<file path="config.mk">
export PLATFORM = sky130hd
export DESIGN_NAME = recip_share_arbiter
export DESIGN_NICKNAME = d
export VERILOG_FILES = /design/src/rtl/recip_share_arbiter_pkg.sv /design/src/rtl/recip_share_arbiter_rr_pick.sv /design/src/rtl/recip_share_arbiter.sv
export SDC_FILE = /design/constraint.sdc
export NUM_CORES = 1
export LEC_CHECK = 0
export ABC_AREA = 0
export CAP_MARGIN = 15
export CORE_ASPECT_RATIO = 0.8
export CORE_UTILIZATION = 40
export CTS_CLUSTER_SIZE = 12
export DETAILED_ROUTE_END_ITERATION = 10
export HOLD_SLACK_MARGIN = 0.06
export PLACE_DENSITY = 0.81
export SLEW_MARGIN = 0
export SYNTH_ARGS = -nofsm -noshare
export SYNTH_HDL_FRONTEND = slang
export SYNTH_SLANG_ARGS = --single-unit
</file>
<file path="constraint.sdc">
create_clock -name clk -period 9.32 [get_ports clk]
set_input_delay 1.864 -clock clk [delete_from_list [all_inputs] [get_ports clk]]
set_output_delay 1.864 -clock clk [all_outputs]
set_load 0.02 [all_outputs]
</file>
<file path="src/rtl/recip_share_arbiter_pkg.sv">
// Shared types for the reciprocal-unit arbiter: result slot payload and FSM states.
package recip_share_arbiter_pkg;

  // Width of the reciprocal carried in a result slot (DENOM_INV_BITS).
  localparam int unsigned RECIP_Y_BITS = 36;

  // Per-lane result payload, MSB first: {y, ok, dbz, ovf}.
  typedef struct packed {
    logic signed [RECIP_Y_BITS-1:0] y;
    logic                           ok;
    logic                           dbz;
    logic                           ovf;
  } recip_result_t;

  typedef enum logic [1:0] {
    RA_IDLE   = 2'd0,
    RA_LAUNCH = 2'd1,
    RA_WAIT   = 2'd2
  } recip_arb_state_e;

endpackage

</file>
<file path="src/rtl/recip_share_arbiter_rr_pick.sv">
// Combinational round-robin picker: first set bit of req_i scanning upward from ptr_i with wrap.
// Ports:
//   req_i   [N]   request vector
//   ptr_i   [PW]  scan start index (< N)
//   gnt_o   [N]   one-hot grant (0 when nothing requested)
//   idx_o   [PW]  index of the granted bit
//   any_o         some bit of req_i is set
module recip_share_arbiter_rr_pick #(
  parameter int unsigned N  = 2,
  parameter int unsigned PW = (N > 1) ? $clog2(N) : 1
) (
  input  logic [N-1:0]  req_i,
  input  logic [PW-1:0] ptr_i,
  output logic [N-1:0]  gnt_o,
  output logic [PW-1:0] idx_o,
  output logic          any_o
);

  always_comb begin
    int   c;
    logic found;
    gnt_o = '0;
    idx_o = '0;
    found = 1'b0;
    c     = 0;
    for (int k = 0; k < int'(N); k++) begin
      c = int'(ptr_i) + k;
      if (c >= int'(N)) c = c - int'(N);
      if (!found && req_i[c]) begin
        found    = 1'b1;
        gnt_o[c] = 1'b1;
        idx_o    = PW'(c);
      end
    end
    any_o = found;
  end

endmodule

</file>
<file path="src/rtl/recip_share_arbiter.sv">
// Shares one iterative reciprocal unit between NUM_REQ triangle-setup lanes, round-robin,
// one operation in flight. Each lane owns a result slot that drains independently.
// Ports:
//   clk, rst                       clock, async active-high reset
//   req_valid_i/req_ready_o/req_x_i   per-lane denominator request (ready is combinational, IDLE only)
//   resp_valid_o/resp_ready_i/resp_data_o  per-lane result slot {y, ok, dbz, ovf}
//   inv_start_o/inv_x_o            start pulse and held operand to the reciprocal unit
//   inv_busy_i/inv_done_i/inv_valid_i/inv_dbz_i/inv_ovf_i/inv_y_i  reciprocal unit status/result
//   busy_o                         FSM not idle or any slot full
//   err_timeout_o                  sticky: an operation was aborted by timeout
module recip_share_arbiter
  import recip_share_arbiter_pkg::*;
#(
  parameter int unsigned NUM_REQ        = 2,
  parameter int unsigned IN_BITS        = 40,
  parameter int unsigned OUT_BITS       = RECIP_Y_BITS,
  parameter int unsigned TIMEOUT_CYCLES = 64
) (
  input  logic                                clk,
  input  logic                                rst,
  input  logic [NUM_REQ-1:0]                  req_valid_i,
  output logic [NUM_REQ-1:0]                  req_ready_o,
  input  logic [NUM_REQ*IN_BITS-1:0]          req_x_i,
  output logic [NUM_REQ-1:0]                  resp_valid_o,
  input  logic [NUM_REQ-1:0]                  resp_ready_i,
  output logic [NUM_REQ*$bits(recip_result_t)-1:0] resp_data_o,
  output logic                                inv_start_o,
  output logic [IN_BITS-1:0]                  inv_x_o,
  input  logic                                inv_busy_i,
  input  logic                                inv_done_i,
  input  logic                                inv_valid_i,
  input  logic                                inv_dbz_i,
  input  logic                                inv_ovf_i,
  input  logic [OUT_BITS-1:0]                 inv_y_i,
  output logic                                busy_o,
  output logic                                err_timeout_o
);

  localparam int unsigned PTR_W = (NUM_REQ > 1) ? $clog2(NUM_REQ) : 1;
  localparam int unsigned TMR_W = $clog2(TIMEOUT_CYCLES + 1);
  localparam int unsigned RES_W = $bits(recip_result_t);

  recip_arb_state_e     state_q;
  logic [PTR_W-1:0]     rr_ptr_q;
  logic [PTR_W-1:0]     owner_q;
  logic [IN_BITS-1:0]   inv_x_q;
  logic                 inv_start_q;
  logic [TMR_W-1:0]     timer_q;
  logic [NUM_REQ-1:0]   resp_valid_q;
  recip_result_t        slot_q [NUM_REQ];
  logic                 err_timeout_q;

  logic [NUM_REQ-1:0]   eligible_c;
  logic [NUM_REQ-1:0]   pick_gnt_c;
  logic [PTR_W-1:0]     pick_idx_c;
  logic                 pick_any_c;
  logic                 grant_c;
  logic [IN_BITS-1:0]   x_sel_c;
  logic [PTR_W-1:0]     rr_next_c;

  // A lane with a full slot is skipped so it cannot stall the others.
  assign eligible_c = req_valid_i & ~resp_valid_q;

  recip_share_arbiter_rr_pick #(
    .N  (NUM_REQ),
    .PW (PTR_W)
  ) u_pick (
    .req_i (eligible_c),
    .ptr_i (rr_ptr_q),
    .gnt_o (pick_gnt_c),
    .idx_o (pick_idx_c),
    .any_o (pick_any_c)
  );

  assign grant_c     = (state_q == RA_IDLE) && !inv_busy_i && pick_any_c;
  assign req_ready_o = grant_c ? pick_gnt_c : '0;
  assign x_sel_c     = req_x_i[int'(pick_idx_c)*IN_BITS +: IN_BITS];
  assign rr_next_c   = (pick_idx_c == PTR_W'(NUM_REQ - 1)) ? '0 : pick_idx_c + PTR_W'(1);

  // Arbitration FSM, operand/timer datapath and per-lane result slots.
  always_ff @(posedge clk or posedge rst) begin
    if (rst) begin
      state_q       <= RA_IDLE;
      rr_ptr_q      <= '0;
      owner_q       <= '0;
      inv_x_q       <= '0;
      inv_start_q   <= 1'b0;
      timer_q       <= '0;
      resp_valid_q  <= '0;
      err_timeout_q <= 1'b0;
      for (int i = 0; i < int'(NUM_REQ); i++) slot_q[i] <= '0;
    end else begin
      inv_start_q <= 1'b0;

      // Drain: the owner slot is empty at grant, so this never collides with a write.
      for (int i = 0; i < int'(NUM_REQ); i++) begin
        if (resp_valid_q[i] && resp_ready_i[i]) begin
          resp_valid_q[i] <= 1'b0;
          slot_q[i]       <= '0;
        end
      end

      case (state_q)
        RA_IDLE: begin
          if (grant_c) begin
            owner_q     <= pick_idx_c;
            inv_x_q     <= x_sel_c;
            rr_ptr_q    <= rr_next_c;
            inv_start_q <= 1'b1;
            state_q     <= RA_LAUNCH;
          end
        end
        RA_LAUNCH: begin
          timer_q <= '0;
          state_q <= RA_WAIT;
        end
        RA_WAIT: begin
          if (inv_done_i) begin
            slot_q[owner_q].y   <= RECIP_Y_BITS'(inv_y_i);
            slot_q[owner_q].ok  <= inv_valid_i;
            slot_q[owner_q].dbz <= inv_dbz_i;
            slot_q[owner_q].ovf <= inv_ovf_i;
            resp_valid_q[owner_q] <= 1'b1;
            state_q <= RA_IDLE;
          end else if (timer_q == TMR_W'(TIMEOUT_CYCLES - 1)) begin
            // Deliver an ok=0 result so the lane can drop its triangle.
            slot_q[owner_q]       <= '0;
            resp_valid_q[owner_q] <= 1'b1;
            err_timeout_q         <= 1'b1;
            state_q               <= RA_IDLE;
          end else begin
            timer_q <= timer_q + TMR_W'(1);
          end
        end
        default: state_q <= RA_IDLE;
      endcase
    end
  end

  for (genvar g = 0; g < int'(NUM_REQ); g++) begin : g_resp
    assign resp_data_o[g*RES_W +: RES_W] = slot_q[g];
  end

  assign resp_valid_o  = resp_valid_q;
  assign inv_start_o   = inv_start_q;
  assign inv_x_o       = inv_x_q;
  assign busy_o        = (state_q != RA_IDLE) || (|resp_valid_q);
  assign err_timeout_o = err_timeout_q;

endmodule

</file>
==> out/results.txt, run 1 <==
area of the multi-input gates = 2186 µm²
clock buffer depth = 2
CP Cell Sequence = clkdlybuf4s50_1 > nor2b_1 > o21ai_0 > nor2_4 > clkdlybuf4s50_1
global-route wire length before repair = 28750 µm
Hold Path Cell Cnt = 1
CTS resizes = 0
RD Place Congestion = 0.8788
ys async rst share = 100.0%
Hold Path Sink = err_timeout_o
Reg power frac = 33.8%
Worst slew margin = 31.07%
Hold WS = 457.1 ps
Seq cells post-synth = 133
commonest cells after routing, fill and taps aside = clkdlybuf4s50_1 (251), dfrtp_1 (133), nand2_1 (86)
worst hold path type = flip-flop to flip-flop
R2R setup slack = 6840 ps
syn_nets = 694
most common cell after layout, fill and taps aside = clkdlybuf4s50_1
VDD IR-drop max = 0.1861 mV
DR WL/cell = 18.88 µm
final routed DRC violation total = 0
Initial Utilization = 41.70%
Fillers = 1073
mapped cell area = 5769 µm²
post-DP HPWL = 13010 µm
routed via count = 5485
Via density = 5.540
synthesis-to-layout area growth = 54.80%
status = finished, final reports clean
switching share of power = 36.67%
Core Area = 13840 µm²
Antenna Nets Post-Route = 0
final setup TNS = 0 ps
post-layout util = 64.55%
initial antenna violation count = 0
Clk pwr share = 21.7%
internal power = 1858 µW
initial DRC count = 419
reg-to-reg endpoint = resp_data_o[4]
die area = 14910 µm²
Pre-antenna DRT Iters = 7
Setup Viol. Count Final = 0
Yosys cell types = 41
Sw Pwr = 1076 µW
Top Ports = 252
Comb power frac = 44.4%
worst-path maximum fanout = 42
sequential area share after synthesis = 57.69%
min cycle time layout = 6390 ps
clock-pin slew on the worst setup and hold paths = 60 ps
share of cells above drive strength 1 = 5.926%
Worst R2R Path Depth = 6
CP required = 7460 ps
Max Cap Violations = 0
diode count = 0
RSZ-0062 raised after global routing = false
Slew @ Worst Pin = 1031 ps
Die Y = 109.4 µm
largest net degree at the start of global routing = 81
vias in the first global route = 5553
startpoint class of the critical path = input port
total grt overflow = 0
kind of critical path = input port to output port
H-tree depth = 4
CP endpoint kind = output port
most used cell, CP = clkdlybuf4s50_1
final period utilization = 68.57%
worst reg2reg path startpoint = timer_q[0]
routed wire length = 18700 µm
Leak = 0.003772 µW
CTS root buffer = clkbuf_16
Hold Buf Count CTS = 0
CTS Sinks = 133
Final Max Slew Viols = 0
Num CTS Buffers = 17
Ys Warns = 0
max incr delay on CP = 800 ps
Avg Inst Size Synth = 10.19 µm²
hold_sp = err_timeout_o
Final #Nets = 925
FMAX = 0.1565 GHz
TritonCTS clock tree = done
row count = 38
worst-skew pair later-pin latency = 420 ps
Post-synth EDFFs = 0
Seq. cell area = 3328 µm²
Critical Path AT = 4530 ps
Power Density = 328.5 nW/µm²
Port Buffers = 251
post-CTS setup buffer count = 0
final hold vios = 0
Die X = 136.3 µm
skew final = 7.872 ps
GRT Overall Usage = 25.62%
Synth Instances = 566
CP max stage cell = nor2_4
Synth Flop Type = dfrtp_1
-- metal layers --
metal | global-route usage, % | share of wire [%] | vias up | wire length [µm]
li1 | - | - | 2481 | -
met1 | 30.09 | 39 | 2687 | 7299
met2 | 43.55 | 49 | 285 | 9239
met3 | 7.884 | 9.5 | 32 | 1770
met4 | 10.87 | 2.1 | 0 | 386
met5 | 0 | 0 | - | 0
-- registers in the layout (all words and copies together), names as in the netlist --
name,cells
err_timeout_o,1
resp_valid_o,2
rr_ptr_q,1
state_q,2
owner_q,1
timer_q,7
resp_data_o,78
inv_x_o,40
inv_start_o,1
-- cell type report --
| class | count | share of cell area, % |
|---|---|---|
| well taps | 180 | 2.522 |
| flip-flops and latches | 133 | 37.27 |
| clock inverters | 9 | 0.8406 |
| repair buffers | 260 | 28.89 |
| inverters | 9 | 0.4343 |
| clock buffers | 23 | 5.576 |
| multi-input cells | 376 | 24.47 |
-- critical path, delay by kind of cell --
family,cells,cell delay [ps]
AND/OR/NAND/NOR,2,1190
AO/OA/AOI/OAI,1,250
buffers and inverters,2,1210
-- worst max path at each step --
stage	start	endpoint	slack, ps
2_1_floorplan	rst	err_timeout_o	3900
3_3_place_gp	req_valid_i[1]	req_ready_o[1]	2960
3_5_place_dp	req_valid_i[1]	req_ready_o[1]	2970
4_1_cts	req_valid_i[1]	req_ready_o[1]	2940
5_1_grt	req_valid_i[1]	req_ready_o[1]	2760
6_report	req_valid_i[1]	req_ready_o[1]	2930
-- logic make-up (layout without fill, tap and decap cells) --
logic type	Yosys count	in the layout	synth area share [%]
AND/OR/NAND/NOR	234	234	20.32
AO/OA/AOI/OAI	141	141	16.79
buffers and inverters	57	301	4.988
flip-flops	133	133	57.69
adder cells (fa/ha/maj)	1	1	0.2168
-- power groups by stage --
| stage | combinational, µW | sequential, µW | clock [µW] |
|---|---|---|---|
| floorplan | 427 | 1220 | 0 |
| global placement | 1280 | 978 | 0 |
| detailed placement | 1310 | 990 | 0 |
| CTS | 1310 | 989 | 652 |
| global route | 1400 | 1020 | 676 |
| finish | 1300 | 992 | 638 |
-- per-stage QoR --
step,setup WS [ps],power [µW],instance area (µm²),std cells
CTS,2944,2951,8931,990
global placement,2957,2253,8358,958
detailed placement,2972,2296,8358,958
finish,2930,2934,8931,990
floorplan,3902,1647,5769,566
global route,2758,3089,8931,990
-- Yosys cell counts, types with 2 or more instances --
library cell  number  area [µm²]
nand2b_1           2       12.51
a21oi_1           81       405.4
nor2_1             2       7.510
dfrtp_1          133        3328
a22o_1             2       17.52
and4_1             2       17.52
buf_2             23       115.1
buf_4              2       15.01
inv_1              9       33.78
nand2_1           86       322.8
and3_1             3       18.77
a221o_1           41       410.4
buf_6              5       56.30
a21o_1             4       30.03
nor2b_1            3       18.77
clkbuf_1          18       67.56
o21ai_1            2       10.01
a31oi_1            3       18.77
and2_1            40       250.2
nand3_1           80       400.4
nor3_1             5       25.02
No activity file was read; power rests on OpenSTA's default activity.
==> run 2, diff against run 1 <==
--- a/config.mk
+++ b/config.mk
@@ -8,11 +8,11 @@
 export ABC_AREA = 0
 export CAP_MARGIN = 15
 export CORE_ASPECT_RATIO = 0.8
-export CORE_UTILIZATION = 40
+export CORE_UTILIZATION = 38
 export CTS_CLUSTER_SIZE = 12
 export DETAILED_ROUTE_END_ITERATION = 10
 export HOLD_SLACK_MARGIN = 0.06
-export PLACE_DENSITY = 0.81
+export PLACE_DENSITY = 0.8
 export SLEW_MARGIN = 0
 export SYNTH_ARGS = -nofsm -noshare
 export SYNTH_HDL_FRONTEND = slang
==> constraint.sdc (replaced) <==
create_clock -name clk -period 5.2 [get_ports clk]
set_input_delay 1.04 -clock clk [delete_from_list [all_inputs] [get_ports clk]]
set_output_delay 1.04 -clock clk [all_outputs]
set_load 0.02 [all_outputs]
==> run 2 against run 1 <==
Global-route usage decreased by 1.7 points. Combinational power increased by 80%. Highest routed layer unchanged. Setup slack got worse by 1600 ps. Utilization decreased by 2.7 points. Clock-buffer cell count unchanged.
==> out/results.txt, run 2 (same netlist as run 1, synthesis figures left out) <==
H-tree depth = 4 (unchanged)
max incr delay on CP = 610 ps (-190 ps)
worst hold path type = flip-flop to flip-flop
TritonCTS clock tree = done
Antenna Nets Post-Route = 0 (unchanged)
synthesis-to-layout area growth = 55.80%
Via density = 5.397 (-2.6%)
share of cells above drive strength 1 = 5.672% (-0.25 points)
die area = 15680 µm² (+5.2%)
Pre-antenna DRT Iters = 4 (-3)
area of the multi-input gates = 2186 µm² (unchanged)
post-CTS setup buffer count = 0 (unchanged)
startpoint class of the critical path = input port
VDD IR-drop max = 0.3540 mV (+90%)
skew final = 9.618 ps (+1.747 ps)
Slew @ Worst Pin = 1039 ps (+7.999 ps)
Fillers = 1197 (+12%)
CTS Sinks = 133 (unchanged)
diode count = 0 (unchanged)
final period utilization = 75.23%
initial antenna violation count = 0 (unchanged)
Num CTS Buffers = 17 (unchanged)
final hold vios = 0 (unchanged)
global-route wire length before repair = 28880 µm (+0.48%)
Setup Viol. Count Final = 0 (unchanged)
Port Buffers = 251 (unchanged)
most common cell after layout, fill and taps aside = clkdlybuf4s50_1
RD Place Congestion = 0.8330 (-5.2%)
Largest register FFs = 78 (unchanged)
DR WL/cell = 18.21 µm (-3.6%)
FMAX = 0.2556 GHz
crit-path leading delay family = buffers and inverters
Power Density = 596.9 nW/µm² (+82%)
CP max stage cell = clkdlybuf4s50_1
Top Ports = 252 (unchanged)
Hold WS = 453.6 ps (-3.545 ps)
final setup TNS = 0 ps (unchanged)
post-DP HPWL = 11930 µm (-8.3%)
Seq. cell area = 3328 µm² (unchanged)
Die Y = 112.2 µm (+2.5%)
Die X = 139.8 µm (+2.6%)
Critical Path AT = 2870 ps (-1660 ps)
Leak = 0.003790 µW (+0.48%)
RSZ-0062 raised after global routing = false
GRT Overall Usage = 23.93% (-1.7 points)
vias in the first global route = 5398 (-2.8%)
Final #Nets = 926 (+0.11%)
Final Power = 5365 µW (+83%)
CTS resizes = 0 (unchanged)
Bufs and invs on worst path = 2 (unchanged)
row count = 39 (+2.6%)
final routed DRC violation total = 0 (unchanged)
clock buffer depth = 2 (unchanged)
min cycle time layout = 3912 ps
Initial Utilization = 39.67% (-2.0 points)
CP endpoint kind = output port
clock-pin slew on the worst setup and hold paths = 60 ps (about the same)
routed wire length = 18110 µm (-3.1%)
CP required = 4160 ps (-3300 ps)
Hold Buf Count CTS = 0 (unchanged)
worst-path maximum fanout = 3 (-93%)
worst-skew pair later-pin latency = 420 ps (about the same)
kind of critical path = input port to output port
Worst slew margin = 30.53% (-0.53 points)
Final Max Slew Viols = 0 (unchanged)
Max Cap Violations = 0 (unchanged)
total grt overflow = 0 (unchanged)
commonest cells after routing, fill and taps aside = clkdlybuf4s50_1 (251), dfrtp_1 (133), nand2_1 (86)
routed via count = 5370 (-2.1%)
most used cell, CP = clkdlybuf4s50_1
CTS root buffer = clkbuf_16
initial DRC count = 349 (-17%)
largest net degree at the start of global routing = 112 (+38%)
CP Cell Sequence = clkdlybuf4s50_1 > nor2b_1 > o21ai_0 > nor2_4 > clkdlybuf4s50_1
Core Area = 14540 µm² (+5.1%)
status = finished, final reports clean
==> run 2: final timing paths <==
check	startpoint	endpoint	slack, ps	depth (start not counted)
max	req_valid_i[1]	req_ready_o[1]	1290	5
min	err_timeout_o	err_timeout_o	450	1
max reg2reg	timer_q[0]	resp_data_o[12]	2800	6
min reg2reg	err_timeout_o	err_timeout_o	450	1
max in group asynchronous	rst	inv_x_o[13]	3000	3
min in group asynchronous	rst	resp_data_o[22]	1190	2
==> run 2: per-layer routing <==
layer | share of wire [%] | routed length [µm] | vias up | track usage [%]
met4 | 1.1 | 208 | 0 | 7.619
met1 | 41 | 7379 | 2611 | 29.00
li1 | - | - | 2470 | -
met2 | 47 | 8515 | 270 | 38.87
met3 | 11 | 2010 | 19 | 9.855
met5 | 0 | 0 | - | 0
==> run 2: worst reg2reg max path: stages (launching register included) <==
cell and delay (ps):
dfrtp_1 430, ha_1 270, and4_1 260, nand2_1 190, nor3_4 620, buf_4 420
a21oi_1 100
==> run 2: layout make-up <==
class                   instances  area share (%)
clock buffers                  23           5.206
clock inverters                 9           1.670
inverters                       9          0.4315
multi-input cells             376           24.32
flip-flops and latches        133           37.03
well taps                     184           2.561
repair buffers                261           28.79
==> run 2: power by group <==
group	internal, µW	switching, µW	leakage [µW]	total (µW)
Combinational	1150	1190	0.00178	2340
Sequential	1460	295	0.00172	1760
Clock	825	443	0.000297	1270
==> run 2: per-stage QoR <==
stage          std cells  setup slack [ps]  instance area (µm²)  util, %
6_report             995              1288                 8989    61.81
5_1_grt              995              1168                 8989    61.81
4_1_cts              995              1271                 8989    61.81
3_5_place_dp         963              1286                 8371    57.56
3_3_place_gp         963              1288                 8371    57.56
2_1_floorplan        566             605.6                 5769        -
==> run 3, diff against run 2 <==
--- a/config.mk
+++ b/config.mk
@@ -8,11 +8,11 @@
 export ABC_AREA = 0
 export CAP_MARGIN = 15
 export CORE_ASPECT_RATIO = 0.8
-export CORE_UTILIZATION = 38
+export CORE_UTILIZATION = 40
 export CTS_CLUSTER_SIZE = 12
 export DETAILED_ROUTE_END_ITERATION = 10
 export HOLD_SLACK_MARGIN = 0.06
-export PLACE_DENSITY = 0.8
+export PLACE_DENSITY = 0.81
 export SLEW_MARGIN = 0
 export SYNTH_ARGS = -nofsm -noshare
 export SYNTH_HDL_FRONTEND = slang
==> constraint.sdc (replaced) <==
create_clock -name clk -period 3.65 [get_ports clk]
set_input_delay 0.73 -clock clk [delete_from_list [all_inputs] [get_ports clk]]
set_output_delay 0.73 -clock clk [all_outputs]
set_load 0.02 [all_outputs]
==> run 3 against run 2 <==
Via count rose by 3.0%. Hold slack improved by 19 ps. First-iteration DRC count fell by 5.4%. Register-to-register slack got worse by 1400 ps. Setup slack got worse by 1000 ps. Sequential power rose by 44%. Largest cell class unchanged. Final cell count did not move. Critical endpoint unchanged. Global-route usage rose by 2.0 points. Non-clock buffer count rose by 4.
==> out/results.txt, run 3 (same netlist as run 1, synthesis figures left out) <==
Hold Path Cell Cnt = 1 (unchanged)
CP required = 2920 ps (-1240 ps)
Worst R2R Path Depth = 5 (-1)
routed wire length = 18920 µm (+4.4%)
synthesis-to-layout area growth = 56.37%
max incr delay on CP = 610 ps (about the same)
Fillers = 1074 (-10%)
DR WL/cell = 19.02 µm (+4.4%)
startpoint class of the critical path = input port
Critical Path AT = 2640 ps (-230 ps)
CP endpoint kind = output port
FMAX = 0.2967 GHz
post-CTS setup buffer count = 0 (unchanged)
Pre-antenna DRT Iters = 5 (+1)
pre-CTS setup slack = 328.7 ps (-957.2 ps)
Slew @ Worst Pin = 1063 ps (+23.48 ps)
share of cells above drive strength 1 = 6.626% (+0.95 points)
RD Place Congestion = 0.8843 (+6.2%)
largest net degree at the start of global routing = 134 (+20%)
Die Y = 109.4 µm (-2.5%)
Die X = 136.3 µm (-2.5%)
final period utilization = 92.35%
CP Cell Sequence = clkdlybuf4s50_1 > nor2b_1 > o21ai_0 > nor2_2 > clkdlybuf4s50_1
routed via count = 5530 (+3.0%)
final routed DRC violation total = 0 (unchanged)
Initial Utilization = 41.70% (+2.0 points)
worst-path maximum fanout = 3 (unchanged)
worst-skew pair later-pin latency = 430 ps (about the same)
GRT Overall Usage = 25.91% (+2.0 points)
die area = 14910 µm² (-4.9%)
Hold Buf Count CTS = 0 (unchanged)
initial antenna violation count = 0 (unchanged)
Final #Nets = 930 (+0.43%)
VDD IR-drop max = 0.5819 mV (+64%)
H-tree depth = 4 (unchanged)
Leak = 0.003808 µW (+0.48%)
CP max stage cell = clkdlybuf4s50_1
Via density = 5.558 (+3.0%)
Final Max Slew Viols = 0 (unchanged)
RSZ-0062 raised after global routing = false
final hold vios = 0 (unchanged)
Num CTS Buffers = 17 (unchanged)
vias in the first global route = 5576 (+3.3%)
kind of critical path = input port to output port
status = finished, final reports clean
worst hold path type = flip-flop to flip-flop
Port Buffers = 251 (unchanged)
Setup Viol. Count Final = 0 (unchanged)
clock-pin slew on the worst setup and hold paths = 60 ps (about the same)
skew final = 17.04 ps (+7.419 ps)
TritonCTS clock tree = done
Top Ports = 252 (unchanged)
initial DRC count = 330 (-5.4%)
row count = 38 (-2.6%)
final setup TNS = 0 ps (unchanged)
post-route setup slack = 279.3 ps (-1009 ps)
global-route wire length before repair = 28970 µm (+0.31%)
diode count = 0 (unchanged)
Largest register FFs = 78 (unchanged)
most used cell, CP = clkdlybuf4s50_1
Core Area = 13840 µm² (-4.9%)
Power Density = 847.1 nW/µm² (+42%)
post-DP HPWL = 12700 µm (+6.4%)
CTS resizes = 0 (unchanged)
clock buffer depth = 2 (unchanged)
CTS Sinks = 133 (unchanged)
Antenna Nets Post-Route = 0 (unchanged)
total grt overflow = 0 (unchanged)
most common cell after layout, fill and taps aside = clkdlybuf4s50_1
min cycle time layout = 3371 ps
Max Cap Violations = 0 (unchanged)
Worst slew margin = 28.96% (-1.6 points)
CTS root buffer = clkbuf_16
commonest cells after routing, fill and taps aside = clkdlybuf4s50_1 (251), dfrtp_1 (133), nand2_1 (86)
==> run 3: through the flow <==
| step | instance area, µm² | hold slack, ps | util (%) | power [µW] | std cells |
|---|---|---|---|---|---|
| after floorplan | 5773 | 486.3 | - | 4207 | 566 |
| after global placement | 8402 | 468.8 | 60.73 | 5776 | 963 |
| after detailed placement | 8402 | 468.2 | 60.73 | 5868 | 963 |
| after CTS | 9021 | 485.5 | 65.20 | 7683 | 995 |
| after global routing | 9021 | 493.2 | 65.20 | 8033 | 995 |
| final | 9021 | 472.5 | 65.20 | 7641 | 995 |
==> run 3: final timing paths <==
| check | end | slack, ps | startpoint |
|---|---|---|---|
| max | req_ready_o[1] | 280 | req_valid_i[1] |
| min | err_timeout_o | 470 | err_timeout_o |
| max reg2reg | resp_data_o[35] | 1370 | state_q[0] |
| min reg2reg | err_timeout_o | 470 | err_timeout_o |
| max in group asynchronous | resp_data_o[42] | 2220 | rst |
| min in group asynchronous | inv_x_o[7] | 820 | rst |
==> run 3: worst max-delay path: cells and delay by family <==
| kind | cells | cell delay, ps |
|---|---|---|
| AOI/OAI and AO/OA | 1 | 220 |
| and+or+nand+nor | 2 | 600 |
| buffers and inverters | 2 | 1090 |
==> run 3: layer usage <==
metal,vias up,track usage (%),share of wire [%]
li1,2483,-,-
met1,2723,31.15,40
met2,295,42.64,48
met3,29,9.959,9.9
met4,0,8.730,1.9
met5,-,0,0
==> run 3: cell type report <==
class                           instances  area, µm²  share of cell area, %
Clock inverter                         12      152.6                  1.692
Tap cell                              180      225.2                  2.497
Timing Repair Buffer                  265       2630                  29.15
Multi-Input combinational cell        376       2181                  24.17
Sequential cell                       133       3328                  36.89
Inverter                                9      37.54                 0.4161
Clock buffer                           20      466.7                  5.173
==> run 3: where the power goes <==
part	switching, µW	leakage [µW]	internal, µW	total (µW)
registers	446	0.00172	2080	2530
clock network	651	0.000294	1130	1780
logic	1690	0.00180	1650	3330
total	2780	0.00381	4860	7640
